`src/rtl/mul_unit.sv`:
```
// Iterative 32x32 RV32M multiplier (MUL/MULH/MULHSU/MULHU).
// Radix-2 shift-add on magnitudes with a final sign fixup.
module mul_unit (
   input  logic        clk,
   input  logic        reset_n,
   input  logic        start,
   input  logic [1:0]  op,
   input  logic [31:0] operand_a,
   input  logic [31:0] operand_b,
   output logic [31:0] result_out,
   output logic        busy,
   output logic        done
);

   typedef enum logic [1:0] {
      IDLE  = 2'b00,
      RUN   = 2'b01,
      FIXUP = 2'b10,
      DONE  = 2'b11
   } state_t;

   state_t      state;
   state_t      state_nx;
   logic [1:0]  op_q;
   logic        sign_a;
   logic        sign_b;
   logic [63:0] mcand;
   logic [31:0] mplier;
   logic [63:0] acc;
   logic [5:0]  count;

   logic        a_neg;
   logic        b_neg;
   logic [31:0] mag_a;
   logic [31:0] mag_b;
   logic        zero_op;
   logic [63:0] prod;

   // MULHU treats a as unsigned; only MUL/MULH treat b as signed
   assign a_neg   = (op != 2'b11) & operand_a[31];
   assign b_neg   = ~op[1] & operand_b[31];
   assign mag_a   = a_neg ? (~operand_a + 32'd1) : operand_a;
   assign mag_b   = b_neg ? (~operand_b + 32'd1) : operand_b;
   assign zero_op = (operand_a == 32'd0) | (operand_b == 32'd0);
   assign prod    = (sign_a ^ sign_b) ? (~acc + 64'd1) : acc;

   assign busy = (state != IDLE);
   assign done = (state == DONE);

   always_ff @(posedge clk or negedge reset_n) begin
      if (!reset_n) begin
         state <= IDLE;
      end else begin
         state <= state_nx;
      end
   end

   always_comb begin
      state_nx = IDLE;
      case (state)
         IDLE: begin
            state_nx = IDLE;
            if (start) state_nx = zero_op ? DONE : RUN;
         end
         RUN: begin
            state_nx = RUN;
            if (count == 6'd1) state_nx = FIXUP;
         end
         FIXUP:   state_nx = DONE;
         DONE:    state_nx = IDLE;
         default: state_nx = IDLE;
      endcase
   end

   always_ff @(posedge clk or negedge reset_n) begin
      if (!reset_n) begin
         op_q       <= 2'b00;
         sign_a     <= 1'b0;
         sign_b     <= 1'b0;
         mcand      <= 64'd0;
         mplier     <= 32'd0;
         acc        <= 64'd0;
         count      <= 6'd0;
         result_out <= 32'd0;
      end else begin
         case (state)
            IDLE: begin
               if (start) begin
                  op_q   <= op;
                  sign_a <= a_neg;
                  sign_b <= b_neg;
                  mcand  <= {32'd0, mag_a};
                  mplier <= mag_b;
                  acc    <= 64'd0;
                  count  <= 6'd32;
                  if (zero_op) result_out <= 32'd0;
               end
            end
            RUN: begin
               if (mplier[0]) acc <= acc + mcand;
               mcand  <= mcand << 1;
               mplier <= mplier >> 1;
               count  <= count - 6'd1;
            end
            FIXUP: begin
               result_out <= (op_q == 2'b00) ? prod[31:0] : prod[63:32];
            end
            default: begin
            end
         endcase
      end
   end

endmodule

```
`config.mk`:
```
export PLATFORM = sky130hd
export DESIGN_NAME = mul_unit
export DESIGN_NICKNAME = d
export VERILOG_FILES = /design/src/rtl/mul_unit.sv
export SDC_FILE = /design/constraint.sdc
export NUM_CORES = 1
export LEC_CHECK = 0
export ABC_AREA = 1
export BUFFER_PORTS_ARGS = -buffer_cell sky130_fd_sc_hd__buf_2
export CAP_MARGIN = 10
export CORE_MARGIN = 2
export CORE_UTILIZATION = 50
export CTS_CLUSTER_SIZE = 12
export DETAILED_ROUTE_END_ITERATION = 16
export HOLD_SLACK_MARGIN = 0.08
export PLACE_DENSITY_LB_ADDON = 0.2
export SLEW_MARGIN = 20
export SYNTH_ARGS = -nofsm -noshare
export SYNTH_HDL_FRONTEND = slang
export SYNTH_SLANG_ARGS = --single-unit
```
`constraint.sdc`:
```
create_clock -name clk -period 2.91 [get_ports clk]
set_input_delay 0.1455 -clock clk [delete_from_list [all_inputs] [get_ports clk]]
set_output_delay 0.1455 -clock clk [all_outputs]
set_load 0.03 [all_outputs]
```
==> flow_summary.toml, run 1 <==
[timing]
maxSlewViolCount = 0
fin_crit_sh_pct = 98.0
final_hold_viol_count = 0
max_freq_mhz = 351
setup_ws_ns = 0.0570
tightest_slew_ns = 0.850
slew_headroom_pct = 43.2
fin_worst_skew_ns = 0.0180
period_needed_ns = 2.85
setup_violations = 0
hold_ws_ns = 0.0957

[drt]
drtIter0Drc = 1789
drt_wl_total_mm = 65.4
drc_errors = 0
wire_per_inst_um = 17.6
firstDrtPassIters = 6
viasPerCell = 5.52
vias = 20500
drt.antenna.violating_nets = 0

[critical_path]
cp_max_fo = 4
cp.required_ns = 3.41
worstSetupStartpointType = "input pin"
cp-end-kind = "flop"
cp.arrival_ns = 3.36
worstSetupPathType = "in2reg"

[outcome]
outcome = "completed"

[floorplanning]
fp-row-count = 69
dieWidth_um = 194
initial_core_util_pct = 50.7
design.die.area_um2 = 37500
design.portCount = 103
design.core.area_um2 = 35500
die_y_um = 194

[pwr]
internal-power_mw = 11.0
p_sw_mw = 13.6
finalPower_mw = 24.6
powerDensity_nw_per_um2 = 1180
peakVddDrop_mv = 1.04
p_leak_nw = 11.2
seq_power_share_pct = 22.9
p_comb_share_pct = 62.9
clkPwrFrac_pct = 14.2
power_switching_share_pct = 55.2

[logic_synthesis]
synth_common_cells = "nand2_1, inv_1, nor2_1"
yosysMostFrequentCell = "nand2_1"
ys_seq_area_share_pct = 28.4
ys.flop_type = "dfrtp_1"
syn_area_um2 = 18000
yosysTopAreaCellShare_pct = 28.4
async_flop_share_pct = 100
synth_area_leader_cell = "dfrtp_1"
synth_edf_count = 0
synth_cell_types = 48
ys_ff_latch = 204
synth_cells = 3048
yosysWarnings = 0
synth_area_leaders = "dfrtp_1, nand2_1, inv_1"
synthesis.nets = 3186
syn_avg_cell_area_um2 = 5.90

[global_route]
grt-ovfl-total = 0
grt_pass1_vias = 19000
grt_max_degree = 55
track_usage_pct = 34.2
grt_first_pass_wirelength_mm = 102
antenna_found_initial = 0

[layout]
num-fill-cells = 3600
layout-drive-gt1-share_pct = 7.55
nNetsFinal = 3365
postLayoutCellArea_um2 = 20800
antennaDiodeCount = 0
area_delta_synth_final_pct = 15.7

[clocking]
cts_tree = "yes"
cts_buffers = 26
clkLatencyLatePin_ns = 0.57
cts-root-buf = "clkbuf_16"
clockBufferDepth = 3
clkTransAtPathRegs_ns = 0.06
cts.sinks = 204
cts_max_level = 1

[placed_design]
globalplace.congestion = 1.03
placed_area_um2 = 19000
dp_slack_ns = 0.393
hpwlAfterDp_mm = 51.2
io_buffers = 102

[run]
max_cap_violations = 0

[min_path]
worstHoldPathType = "in2async"
==> metal layers <==
layer  wire (um)  GRT usage, %
met1       28300          47.4
met2       28600          54.3
met3        5860          5.27
met4        2590          12.2
met5           0             0
==> timing repair <==
item                                   in CTS  in global routing
buffers inserted                            0                  5
gates resized for setup                     0                  6
endpoints found under the hold margin     270                  0
setup endpoints to repair                   0                  6
hold buffers                               83                  0
==> stage by stage <==
stage	cells	util [%]	TNS, ns
detailed placement	3571	53.5	0
floorplan	3048	-	0
global placement	3571	53.5	0
finish	3707	58.6	0
global route	3707	58.6	-0.0152
CTS	3701	58.4	0
==> registers in the layout (all words and copies together), names as in the netlist <==
register and cells:
acc 64, mcand 64, mplier 32, result_out 32, count 6, op_q 2
state 2, sign_a 1, sign_b 1
==> kinds of logic after synthesis <==
family	Yosys count	share of synthesized area, %
and+or+nand+nor	1780	40.9
buffers and inverters	588	12.8
AOI/OAI and AO/OA	400	12.7
DFF	204	28.4
adders and majority gates	69	4.84
xor gates and xnor gates	7	0.383
==> final cells by class <==
type                    instances  area (um^2)  area share [%]
clock inverters                14          214            1.03
well taps                     461          577            2.77
multi-input cells            2256        10600            51.0
inverters                     519         1960            9.40
repair inverters                1         5.00          0.0241
repair buffers                219         1630            7.84
clock buffers                  33          697            3.35
flip-flops and latches        204         5100            24.5
==> layout by cell type (no fill, tap or decap), types with 11 or more instances in the layout <==
cell,netlist,routed
nand2_1,1118,1118
inv_1,506,505
ha_1,68,68
nor3_1,34,33
nor2_1,289,285
o21ai_0,127,127
nand4_1,36,36
a22oi_1,46,46
clkbuf_16,0,26
buf_2,18,101
o22ai_1,37,37
a21oi_1,118,118
buf_4,5,32
o21ai_1,30,30
inv_2,11,11
dlygate4sd3_1,0,83
dfrtp_1,204,204
nand3_1,244,243
nor2_2,16,17
==> worst max-delay path, cell delays in order <==
cell and delay (ns):
dlygate4sd3_1 0.54, buf_2 0.16, inv_1 0.11, nand3_2 0.14, nor2_4 0.19, nand4_1 0.21, nor2_2 0.22, nand3_1 0.12
nand2_1 0.14, nand2_1 0.07, nand2_1 0.06, dlygate4sd3_1 0.54, nand3_1 0.08, dlygate4sd3_1 0.58, nand2_1 0.06
==> power groups by stage <==
| stage | combinational [mW] | sequential, mW | clock, mW |
|---|---|---|---|
| after global routing | 17.2 | 5.72 | 3.64 |
| final | 15.5 | 5.62 | 3.49 |
| after detailed placement | 14.9 | 5.57 | 0 |
| after CTS | 15.1 | 5.54 | 3.53 |
| after floorplan | 10.6 | 5.21 | 0 |
| after global placement | 14.8 | 5.53 | 0 |
==> final timing paths <==
kind,startpoint,end,slack [ns],cells after the start
setup reg to reg,state[1]$_DFF_PN0_,mcand[12]$_DFFE_PN0P_,0.19,8
hold reg to reg,result_out[1]$_DFFE_PN0P_,result_out[1]$_DFFE_PN0P_,0.47,2
hold / removal,reset_n,acc[1]$_DFFE_PN0P_,0.1,2
max in group asynchronous,reset_n,result_out[15]$_DFFE_PN0P_,2.04,3
min in group clk,operand_a[0],mcand[3]$_DFFE_PN0P_,0.12,5
setup / recovery,operand_a[2],mcand[29]$_DFFE_PN0P_,0.06,15
Power figures use the tool's default switching activity.
==> inputs of run 2 (changes only) <==
REMOVE_ABC_BUFFERS = 1   (was unset)
==> run 2 against run 1 <==
Sequential power down 3%. Global-route usage up 0.79 points. Core utilization up 0.099 points. Combinational power about the same. Clock power up 2%. First-iteration DRC count up 4.2%. Final cell count about the same. Clock skew up 0.011 ns. Flip-flop and latch count unchanged. Largest power group unchanged.
==> flow_summary.toml, run 2 (synthesis gave the netlist of run 1 again) <==
[clocking]
clkLatencyLatePin_ns = 0.57
clockBufferDepth = 3
cts_max_level = 1
clkTransAtPathRegs_ns = 0.06
cts.sinks = 204
cts-root-buf = "clkbuf_16"
cts_buffers = 26
cts_tree = "yes"

[pwr]
p_leak_nw = 11.2
seq_power_share_pct = 22.2
p_comb_share_pct = 63.4
p_sw_mw = 13.5
peakVddDrop_mv = 1.47
clkPwrFrac_pct = 14.4
power_switching_share_pct = 55.1
powerDensity_nw_per_um2 = 1180
internal-power_mw = 11.1

[placed_design]
hpwlAfterDp_mm = 52.3
globalplace.congestion = 1.02
dp_cells = 3579
dp_slack_ns = 0.284
io_buffers = 102

[global_route]
grt-ovfl-total = 0
antenna_found_initial = 1
grt_max_degree = 81
grt_first_pass_wirelength_mm = 104
grt_pass1_vias = 19100
track_usage_pct = 35.0

[drt]
vias = 20300
viasPerCell = 5.48
drc_errors = 0
drt.antenna.violating_nets = 0
wire_per_inst_um = 17.9
drtIter0Drc = 1865
firstDrtPassIters = 5
drt_wl_total_mm = 66.2

[timing]
rsz0062_at_grt = "false"
setup_ws_ns = 0.157
fin_worst_skew_ns = 0.0286
setup_violations = 0
period_needed_ns = 2.75
slew_headroom_pct = 47.8
max_freq_mhz = 363
tightest_slew_ns = 0.784
final_hold_viol_count = 0
maxSlewViolCount = 0
fin_crit_sh_pct = 94.6

[critical_path]
crit_slowest_cell = "dlygate4sd3_1"
cp.required_ns = 3.40
cp.arrival_ns = 3.24
worstSetupStartpointType = "input pin"
cpPeakStageDelay_ns = 0.57
r2r_cells = 15
cp_max_fo = 4
worstSetupPathType = "in2reg"
r2r-end = "acc[50]$_DFFE_PN0P_"
cp_cell_sequence = "dlygate4sd3_1, buf_2, inv_1, nand3_2, nor2_4, nand4_1, nor2_4, nand3_2, nand2_2, nand2_1, nand2_1, dlygate4sd3_1, nand3_1, dlygate4sd3_1, nand2_1"
r2r_slack_ns = 0.21
r2r_start = "mcand[0]$_DFFE_PN0P_"
cp-end-kind = "flop"

[layout]
area_delta_synth_final_pct = 15.9
seq_area_um2 = 5100
stdcell_count = 3706
final_cell_mix = "nand2_1, inv_1, nor2_1, nand3_1, dfrtp_1"
largestRegisters = "acc (64), mcand (64)"
num-fill-cells = 3594
antennaDiodeCount = 0
multi_input_area_um2 = 10600
final_common_cell = "nand2_1"
utilization_pct = 58.7
nNetsFinal = 3363
layout-drive-gt1-share_pct = 7.83

[floorplanning]
dieWidth_um = 194
initial_core_util_pct = 50.7
fp-row-count = 69
design.portCount = 103
design.die.area_um2 = 37500
die_y_um = 194
design.core.area_um2 = 35500

[outcome]
outcome = "completed"

[run]
max_cap_violations = 0

[min_path]
worstHoldPathType = "in2async"
[run 2: timing repair]
item | 4_1_cts | 5_1_grt
endpoints found under the hold margin | 142 | 0
setup buffers | 0 | 2
hold buffers | 77 | 0
setup endpoints to repair | 0 | 23
gates resized for setup | 0 | 9
[run 2: final cells by class]
| type | instances | area share [%] |
|---|---|---|
| multi-input cells | 2256 | 51.0 |
| flip-flops and latches | 204 | 24.5 |
| inverters | 519 | 9.37 |
| repair buffers | 218 | 7.84 |
| clock buffers | 34 | 3.61 |
| well taps | 461 | 2.77 |
| clock inverters | 14 | 0.901 |
[run 2: power by group through the flow]
stage	combinational (mW)	sequential [mW]	clock, mW
floorplan	10.2	5.21	0
global placement	14.9	5.42	0
detailed placement	15.1	5.45	0
CTS	15.3	5.42	3.61
global route	17.3	5.59	3.70
finish	15.6	5.47	3.55
[run 2: worst max-delay path by stage]
stage                            end                  from  cells after the start  slack [ns]
2_1_floorplan  mcand[32]$_DFFE_PN0P_    state[1]$_DFF_PN0_                      6       -1.14
4_1_cts        mcand[25]$_DFFE_PN0P_                 op[1]                     12        0.13
3_3_place_gp     acc[50]$_DFFE_PN0P_  mcand[0]$_DFFE_PN0P_                     15        0.33
5_1_grt        mcand[25]$_DFFE_PN0P_          operand_a[0]                     15        0.01
3_5_place_dp     acc[50]$_DFFE_PN0P_  mcand[0]$_DFFE_PN0P_                     15        0.28
6_report       mcand[25]$_DFFE_PN0P_          operand_a[0]                     15        0.16
[run 2: per-layer routing]
metal | track usage (%) | wire length (um) | vias up
li1 | - | - | 10000
met1 | 49.7 | 29600 | 9453
met2 | 56.2 | 29300 | 747
met3 | 4.09 | 5120 | 114
met4 | 10.2 | 2140 | 2
met5 | 0 | 13 | -
[run 2: metrics by stage]
step	cell area [um^2]	TNS, ns	power, mW	hold WS (ns)
6_report	20800	0	24.6	0.221
3_3_place_gp	19100	0	20.4	0.251
2_1_floorplan	17600	-130.34	15.4	-0.150
3_5_place_dp	19100	0	20.5	0.256
4_1_cts	20800	0	24.3	0.227
5_1_grt	20800	0	26.6	0.277
[run 2: critical path, delay by kind of cell]
family / cells / cell delay [ns]
buffers and inverters: 5 / 1.88
AND/OR/NAND/NOR: 10 / 1.23
